File: src/rtl/palette_pkg.sv
// Shared constants, types and helpers for the palette write controller.
package palette_pkg;

    localparam int PAL_ENTRIES    = 512;
    localparam int PAL_HALF_ADR_W = 10;

    localparam logic [PAL_HALF_ADR_W-1:0] CLR_LAST_IDX = PAL_HALF_ADR_W'(2 * PAL_ENTRIES - 1);

    typedef enum logic [1:0] {
        IDLE,
        FLUSH,
        CLEAR
    } pwc_state_t;

    typedef struct packed {
        logic [PAL_HALF_ADR_W-1:0] adr;
        logic [15:0]               dat;
    } pal_wr_t;

    // Odd half-word addresses hold the red byte only, zero-extended.
    function automatic logic [15:0] clr_half(input logic [23:0] colour, input logic odd);
        return odd ? {8'h00, colour[23:16]} : colour[15:0];
    endfunction

endpackage

File: src/rtl/palette_write_ctrl_if.sv
// CPU write request bus and palette RAM write port seen by the controller.
interface palette_write_ctrl_if;
    import palette_pkg::*;

    logic                      cpu_valid;
    logic                      cpu_ready;
    logic [PAL_HALF_ADR_W-1:0] cpu_adr;
    logic [15:0]               cpu_dat;

    logic                      pal_we;
    logic [PAL_HALF_ADR_W-1:0] pal_adr;
    logic [15:0]               pal_dat;

    modport master (
        output cpu_valid, cpu_adr, cpu_dat,
        input  cpu_ready, pal_we, pal_adr, pal_dat
    );

    modport slave (
        input  cpu_valid, cpu_adr, cpu_dat,
        output cpu_ready, pal_we, pal_adr, pal_dat
    );

endinterface

File: src/rtl/pal_wr_fifo.sv
// Register-based FIFO of pending palette half-word writes.
module pal_wr_fifo
    import palette_pkg::*;
#(
    parameter  int DEPTH = 16,
    localparam int LW    = $clog2(DEPTH) + 1
) (
    input  logic          clk,
    input  logic          rst,
    input  logic          push_i,
    input  pal_wr_t       push_data_i,
    input  logic          pop_i,
    output pal_wr_t       head_o,
    output logic          full_o,
    output logic          empty_o,
    output logic [LW-1:0] level_o
);

    localparam int AW = $clog2(DEPTH);

    pal_wr_t       mem_q [DEPTH];
    logic [LW-1:0] wr_ptr_q, wr_ptr_d;
    logic [LW-1:0] rd_ptr_q, rd_ptr_d;
    logic          do_push, do_pop;

    // Pointers carry one extra wrap bit so full and empty are distinguishable.
    assign full_o  = (wr_ptr_q[LW-1] != rd_ptr_q[LW-1]) && (wr_ptr_q[AW-1:0] == rd_ptr_q[AW-1:0]);
    assign empty_o = (wr_ptr_q == rd_ptr_q);
    assign level_o = wr_ptr_q - rd_ptr_q;
    assign head_o  = mem_q[rd_ptr_q[AW-1:0]];

    assign do_push  = push_i & ~full_o;
    assign do_pop   = pop_i & ~empty_o;
    assign wr_ptr_d = wr_ptr_q + LW'(do_push);
    assign rd_ptr_d = rd_ptr_q + LW'(do_pop);

    always_ff @(posedge clk or negedge rst) begin
        if (!rst) begin
            wr_ptr_q <= '0;
            rd_ptr_q <= '0;
            for (int i = 0; i < DEPTH; i++) begin
                mem_q[i] <= '0;
            end
        end else begin
            if (do_push) begin
                mem_q[wr_ptr_q[AW-1:0]] <= push_data_i;
            end
            wr_ptr_q <= wr_ptr_d;
            rd_ptr_q <= rd_ptr_d;
        end
    end

endmodule

File: src/rtl/palette_write_ctrl.sv
// Buffers CPU palette writes and drains them during blanking; also runs the
// bulk clear that fills every palette entry with one colour.
module palette_write_ctrl
    import palette_pkg::*;
#(
    parameter  int DEPTH = 16,
    localparam int LW    = $clog2(DEPTH) + 1
) (
    input  logic                 clk,
    input  logic                 rst,
    palette_write_ctrl_if.slave  bus,
    input  logic                 blank_i,
    input  logic                 defer_en_i,
    input  logic                 clr_req_i,
    input  logic [23:0]          clr_colour_i,
    output logic                 clr_busy_o,
    output logic [LW-1:0]        fifo_level_o
);

    pwc_state_t                state_q;
    logic [PAL_HALF_ADR_W-1:0] idx_q, idx_d;
    logic [23:0]               colour_q;
    logic                      clr_busy_q;
    logic                      pal_we_q;
    logic [PAL_HALF_ADR_W-1:0] pal_adr_q;
    logic [15:0]               pal_dat_q;

    logic                      go;
    logic                      accept;
    logic                      pop;
    logic                      fifo_full;
    logic                      fifo_empty;
    pal_wr_t                   push_data;
    pal_wr_t                   head;

    assign go            = blank_i | ~defer_en_i;
    assign bus.cpu_ready = (state_q == IDLE) & ~fifo_full & rst;
    assign accept        = bus.cpu_valid & bus.cpu_ready;
    assign pop           = (state_q != CLEAR) & ~fifo_empty & go;
    assign push_data     = '{adr: bus.cpu_adr, dat: bus.cpu_dat};
    assign idx_d         = idx_q + PAL_HALF_ADR_W'(1);

    pal_wr_fifo #(.DEPTH(DEPTH)) u_fifo (
        .clk         (clk),
        .rst         (rst),
        .push_i      (accept),
        .push_data_i (push_data),
        .pop_i       (pop),
        .head_o      (head),
        .full_o      (fifo_full),
        .empty_o     (fifo_empty),
        .level_o     (fifo_level_o)
    );

    // A clear never starts while CPU writes are still queued, so the fill
    // always lands after (and is never overwritten by) earlier CPU data.
    always_ff @(posedge clk or negedge rst) begin
        if (!rst) begin
            state_q    <= IDLE;
            idx_q      <= '0;
            colour_q   <= '0;
            clr_busy_q <= 1'b0;
            pal_we_q   <= 1'b0;
            pal_adr_q  <= '0;
            pal_dat_q  <= '0;
        end else begin
            pal_we_q <= 1'b0;
            if (pop) begin
                pal_we_q  <= 1'b1;
                pal_adr_q <= head.adr;
                pal_dat_q <= head.dat;
            end
            case (state_q)
                IDLE: begin
                    if (clr_req_i) begin
                        colour_q   <= clr_colour_i;
                        clr_busy_q <= 1'b1;
                        idx_q      <= '0;
                        state_q    <= (fifo_empty && !accept) ? CLEAR : FLUSH;
                    end
                end
                FLUSH: begin
                    if (fifo_empty) begin
                        idx_q   <= '0;
                        state_q <= CLEAR;
                    end
                end
                CLEAR: begin
                    if (go) begin
                        pal_we_q  <= 1'b1;
                        pal_adr_q <= idx_q;
                        pal_dat_q <= clr_half(colour_q, idx_q[0]);
                        idx_q     <= idx_d;
                        if (idx_q == CLR_LAST_IDX) begin
                            state_q    <= IDLE;
                            clr_busy_q <= 1'b0;
                        end
                    end
                end
                default: state_q <= IDLE;
            endcase
        end
    end

    assign bus.pal_we  = pal_we_q;
    assign bus.pal_adr = pal_adr_q;
    assign bus.pal_dat = pal_dat_q;
    assign clr_busy_o  = clr_busy_q;

endmodule

File: src/flat_wrapper.sv
// flat-port wrapper written by rule: the top's interface ports become plain ports
module palette_write_ctrl_flat import palette_pkg::*;
#(
    parameter  int DEPTH = 16,
    localparam int LW    = $clog2(DEPTH) + 1
)
  (clk, rst, blank_i, defer_en_i, clr_req_i, clr_colour_i, clr_busy_o, fifo_level_o, bus_cpu_valid, bus_cpu_adr, bus_cpu_dat, bus_cpu_ready, bus_pal_we, bus_pal_adr, bus_pal_dat);
  palette_write_ctrl_if bus_i ();
  input  logic clk;
  input  logic rst;
  input  logic blank_i;
  input  logic defer_en_i;
  input  logic clr_req_i;
  input  logic [23:0] clr_colour_i;
  output logic clr_busy_o;
  output logic [LW-1:0] fifo_level_o;
  input wire logic [$bits(bus_i.cpu_valid)-1:0] bus_cpu_valid;
  input wire logic [$bits(bus_i.cpu_adr)-1:0] bus_cpu_adr;
  input wire logic [$bits(bus_i.cpu_dat)-1:0] bus_cpu_dat;
  output wire logic [$bits(bus_i.cpu_ready)-1:0] bus_cpu_ready;
  output wire logic [$bits(bus_i.pal_we)-1:0] bus_pal_we;
  output wire logic [$bits(bus_i.pal_adr)-1:0] bus_pal_adr;
  output wire logic [$bits(bus_i.pal_dat)-1:0] bus_pal_dat;
  assign bus_i.cpu_valid = bus_cpu_valid;
  assign bus_i.cpu_adr = bus_cpu_adr;
  assign bus_i.cpu_dat = bus_cpu_dat;
  assign bus_cpu_ready = bus_i.cpu_ready;
  assign bus_pal_we = bus_i.pal_we;
  assign bus_pal_adr = bus_i.pal_adr;
  assign bus_pal_dat = bus_i.pal_dat;
  palette_write_ctrl #(.DEPTH(DEPTH)) u_core (.clk(clk), .rst(rst), .bus(bus_i), .blank_i(blank_i), .defer_en_i(defer_en_i), .clr_req_i(clr_req_i), .clr_colour_i(clr_colour_i), .clr_busy_o(clr_busy_o), .fifo_level_o(fifo_level_o));
endmodule
File: config.mk
export PLATFORM = sky130hd
export DESIGN_NAME = palette_write_ctrl_flat
export DESIGN_NICKNAME = d
export VERILOG_FILES = /design/src/rtl/palette_pkg.sv /design/src/rtl/palette_write_ctrl_if.sv /design/src/rtl/pal_wr_fifo.sv /design/src/rtl/palette_write_ctrl.sv /design/src/flat_wrapper.sv
export SDC_FILE = /design/constraint.sdc
export NUM_CORES = 1
export LEC_CHECK = 0
export ABC_CLOCK_PERIOD_IN_PS = 5600
export BUFFER_PORTS_ARGS = -buffer_cell sky130_fd_sc_hd__buf_2
export CORE_MARGIN = 8
export CORE_UTILIZATION = 60
export CTS_CLUSTER_SIZE = 40
export DETAILED_ROUTE_END_ITERATION = 12
export PLACE_DENSITY = 0.78
export SYNTH_ARGS = -nofsm -noshare
export SYNTH_HDL_FRONTEND = slang
export SYNTH_SLANG_ARGS = --single-unit
File: constraint.sdc
create_clock -name clk -period 5.6 [get_ports clk]
set_input_delay 0.28 -clock clk [delete_from_list [all_inputs] [get_ports clk]]
set_output_delay 0.28 -clock clk [all_outputs]
set_load 0.05 [all_outputs]
# Yosys cells after proc, flatten, opt, wreduce, memory -nomap -nowiden
# Cells that the tools add are included.
# word_totals
ff_bits	490
out_inout_bits	34
elab_cells	113
# classes
n_addsub	4
n_lt_le_gt_ge	3
n_eq_ne	11
muxes	30
bitwise_logic	13
n_reduce_logical	11
# ops
cell	n
$bwmux 416	1
$bmux 26 s4	1
$demux 26 s4	1
$mux 26	3
$mux 16	4
$mux 10	6
$pmux 10 s3	1
$reduce_and 4->1	3
$add 10x1->10 const B	1
$add 5x1->5	2
$eq 10x10->1 const B	1
$ge 5x5->1 const B	2
$mux 2	5
$not 4->5	2
$and 1x1->1	7
$mux 1	6
$ne 2x1->1 const B	3
$pmux 2 s3	1
$eq 5x5->1	1
$lt 5x1->1 const B	1
$sub 5x5->5	1
$eq 4x4->1	1
$ne 2x2->1 const B	2
$logic_and 1x1->1	3
other kinds (11)	13

# Depth between registers and ports, before layout
# logic_depth
ltp_word	11
mapped_depth	13

# By module
# A second synthesis with hierarchy kept.
# unflattened
cells_unflattened	1484
area_unflattened_um2	22957.0
# modules_own_cells
mod	instances	cells_per_inst	area_each_um2	seq_area_each_um2
pal_wr_fifo	1	1250	20186.9	10660.2
palette_write_ctrl	1	234	2770.2	1601.5

# Worst setup path before layout
# No wires, ideal clock.
# synth_timing
path_type	register to register
from	register u_core.u_fifo.rd_ptr_q[1]
to	register u_core.u_fifo.mem_q[394] (netlist bit)
setup_ns	0.125
arrival_ns	3.512
t_required_ns	5.475
path_slack_ns	1.963
path_stages_with_launch	13
path_buffers	6
period_less_slack_ns	3.637
cell_sequence	dfrtp_1 buf_2 clkbuf_1 buf_1 buf_2 inv_1 ha_1 nand4_1 o21ai_2 or4_1 buf_6 buf_6 mux2_4
# synth_via
elab_chain_len	7
# synth_lines
item	line	rtl
from (decl)	pal_wr_fifo.sv:23	logic [LW-1:0] rd_ptr_q, rd_ptr_d;
from (signal assigned)	pal_wr_fifo.sv:49	rd_ptr_q <= rd_ptr_d;
$eq 4x4->1 *	pal_wr_fifo.sv:27	assign full_o = (wr_ptr_q[LW-1] != rd_ptr_q[LW-1]) && (wr_ptr_q[AW-1:0] == rd_ptr_q[AW-1:0]);
$logic_and 1x1->1 *	pal_wr_fifo.sv:27	
$not 1->1 *	pal_wr_fifo.sv:32, palette_write_ctrl.sv:37	
$and 1x1->1 (2 in series)	palette_write_ctrl.sv:37	assign bus.cpu_ready = (state_q == IDLE) & ~fifo_full & rst;
$and 1x1->1	palette_write_ctrl.sv:38	assign accept = bus.cpu_valid & bus.cpu_ready;
$and 1x1->1 *	pal_wr_fifo.sv:32	assign do_push = push_i & ~full_o;
to (signal, indexed assignment)	pal_wr_fifo.sv:46	mem_q[wr_ptr_q[AW-1:0]] <= push_data_i;
to (decl)	pal_wr_fifo.sv:21	pal_wr_t mem_q [DEPTH];
# Mark *: on every way between the ends. The rest lies on a longest branch, timed or not.
# A chain may end at the register's enable or synchronous reset.

# Worst setup path after layout
# layout_timing
from	register u_core.u_fifo.rd_ptr_q[0]
to	register u_core.u_fifo.mem_q[347] (netlist bit)
# The elaborated chain is that of the path after synthesis.

==> impl_metrics.toml <==
[run_status]
status = "completed"

[synthesis]
synth.distinct_cells = 61
synth_seq_cells = 490
avgSynthCellArea_um2 = 14.8
synth_edf_count = 0
synth_cells = 1525
yosysSeqAreaShare = 0.544
postSynthNetCount = 1591
syn_area_um2 = 22500
ys.flop_type = "dfrtp_1"
synthArstFlopShare = 1.00
synth_warnings = 0

[finish]
drive_gt1_frac = 0.462
final_core_util = 0.673
area_growth_pct = 11.4
layout_common_cells = "487 x dfrtp_1, 421 x mux2_2, 88 x buf_2"
final_common_cell = "dfrtp_1"
final_nets = 1660

[floorplanning]
design.core.area_um2 = 37300
die-width_um = 210
die_area_um2 = 44000
io_pins = 90
start_util = 0.604
std_cell_rows = 71
die_h_um = 210

[clock_tree]
cts_buffer_depth = 3
htree_levels = 2
cts_tree = "built"
numClockSinks = 490
cts_buffers = 49
clock_latency_ns = 0.56
cts.clk_slew.worst_paths_ns = 0.06
cts-resized-gates = 0
cts_root_buffer = "clkbuf_16"

[setup_path]
cp_top_family = "simple AND/OR/NAND/NOR gates"
crit_buf_inv = 1
worst_r2r_path_depth = 6
arrival_ns = 4.16
slowest_stage = "nor4_4"
cp.required_ns = 6.04
slowest_delay_ns = 0.98
crit_chain = "ha_1, nand4_1, o21ai_2, nor4_4, buf_4, mux2_2"
cp_max_fo = 34
worst_setup_path_start_kind = "register"
crit_type = "reg -> reg"
r2r_slack_ns = 1.87
cp.depth = 6
end_kind = "register"

[sta]
finalCriticalPeriod_ns = 3.73
setup_viol = 0
setup_tns_ns = 0
rsz0062_at_grt = "false"
fmax_mhz = 268
tightestPinTransition_ns = 1.26
finalCritPeriodShare = 0.665
drv_slew = 0
relSlewSlack = 0.156
fin_skew_ns = 0.0110
hold_violations = 0

[drt]
viasPerCell = 6.30
ant_nets = 0
routed_wl_um = 52300
num_vias = 13200
drc = 0
drt_pass1_iterations = 5
routedWlPerCell_um = 24.9
drt-initial-drc-count = 1162

[global_route]
grt_usage = 0.242
grt_max_degree = 186
grt_overflow_total = 0
grt_pass1_wl_um = 83300
grt_pass1_vias = 13800
antenna_found_initial = 0

[place]
io_buffers = 89
place_hpwl_um = 31900
gp_congestion = 0.837

[pwr]
p_per_area_nw_per_um2 = 433
p_leak_nw = 12.3
peakVddDrop_uv = 233

[hold_path]
hp-class = "in -> reg"
hold_depth = 2

[flow_run]
cap_violations = 0
==> per-layer routing <==
layer  part of all wire  vias up  routed length [um]  GRT usage
li1                   -     5716                   -          -
met1               0.46     7069               23900      0.360
met5                  0        -                   0          0
met3              0.067       68                3490     0.0525
met2               0.46      393               24100      0.366
met4              0.016        0                 818     0.0501
==> cell families (layout without fill, tap and decap cells) <==
group,count (synthesis),after routing,share of synthesized area
other cells,0,1,0
simple gates,175,175,0.0403
compound gates,101,101,0.0353
fa+ha+maj,10,10,0.00588
flops,490,490,0.544
buf+inv,133,234,0.0279
xor+xnor,11,11,0.00461
mux,605,605,0.342
==> flip-flops by register name, indices dropped and copies added, names as in the netlist <==
name	flops
u_core.u_fifo.mem_q	416
u_core.colour_q	24
u_core.bus.pal_dat	16
u_core.bus.pal_adr	10
u_core.idx_q	10
u_core.u_fifo.rd_ptr_q	5
u_core.u_fifo.wr_ptr_q	5
u_core.state_q	2
u_core.bus.pal_we	1
u_core.clr_busy_o	1
==> worst register-to-register path: stages (launching register included) <==
cell and delay (ns):
dfrtp_4 0.86, ha_1 0.40, nand4_1 0.26, o21ai_2 0.29, nor4_4 0.98, buf_4 0.43
mux2_2 0.39
==> worst paths after layout <==
check                                                from                  endpoint
max in group asynchronous                             rst    u_core.bus.pal_dat[10]
worst max register to register  u_core.u_fifo.rd_ptr_q[0]  u_core.u_fifo.mem_q[347]
worst max-delay path            u_core.u_fifo.rd_ptr_q[0]  u_core.u_fifo.mem_q[347]
worst min register to register   u_core.u_fifo.mem_q[349]  u_core.u_fifo.mem_q[349]
min in group asynchronous                             rst  u_core.u_fifo.mem_q[332]
worst min-delay path                       bus_cpu_adr[4]  u_core.u_fifo.mem_q[410]
==> cells in the mapped netlist, drive strengths merged (2+ instances only) <==
| cell type | n | area share |
|---|---|---|
| xnor2 | 8 | 0.0034 |
| a22o | 10 | 0.0039 |
| nand4 | 3 | 0.00083 |
| dfrtp | 490 | 0.54 |
| a31oi | 2 | 0.00055 |
| a221o | 9 | 0.0040 |
| and4 | 3 | 0.0012 |
| o21ai | 4 | 0.0011 |
| nor2b | 4 | 0.0011 |
| inv | 13 | 0.0022 |
| nand3 | 39 | 0.0087 |
| mux2i | 67 | 0.030 |
| a2111oi | 3 | 0.0017 |
| nor2 | 18 | 0.0039 |
| o2111ai | 2 | 0.00078 |
| ha | 9 | 0.0050 |
| clkbuf | 64 | 0.011 |
| mux4 | 74 | 0.074 |
| buf | 56 | 0.015 |
| or3 | 4 | 0.0011 |
| a21oi | 9 | 0.0020 |
| or4 | 2 | 0.00067 |
| nand2b | 6 | 0.0017 |
| a211oi | 3 | 0.0010 |
| nor3 | 5 | 0.0023 |
| xor2 | 3 | 0.0012 |
| a21o | 3 | 0.0010 |
| nor4 | 4 | 0.0031 |
| mux2 | 464 | 0.24 |
| and3 | 3 | 0.00083 |
| nand2 | 79 | 0.013 |
| a22oi | 46 | 0.015 |
==> timing repair <==
item,4_1_cts,5_1_grt
setup endpoints to repair,0,0
buffers inserted,0,0
hold buffers,26,0
endpoints found under the hold margin,81,0
==> report_power, final <==
| part | internal, mW | total [mW] | switching, mW |
|---|---|---|---|
| clock | 1.79 | 3.10 | 1.31 |
| sequential | 4.04 | 4.43 | 0.395 |
| combinational | 1.42 | 3.35 | 1.93 |
| total | 7.24 | 10.9 | 3.64 |
==> cell type report <==
cell class	instances	area, um^2
flip-flops and latches	490	12300
fillers	2470	12200
multi-input cells	902	9750
clock buffers	71	1450
repair buffers	138	913
well taps	474	593
clock inverters	12	76.3
inverters	13	48.8
diodes	1	2.50
==> metrics by stage <==
step | instance area, um^2 | total power, mW | hold slack, ns | cells | worst slack, ns
after floorplan | 22500 | 6.83 | -0.0156 | 1525 | 1.96
after global placement | 23300 | 7.71 | 0.248 | 1991 | 1.99
after detailed placement | 23300 | 7.79 | 0.255 | 1991 | 1.91
after CTS | 25100 | 10.9 | 0.157 | 2100 | 1.90
after global routing | 25100 | 11.3 | 0.192 | 2100 | 1.72
final | 25100 | 10.9 | 0.183 | 2101 | 1.87
No activity file was read; power rests on OpenSTA's default activity.
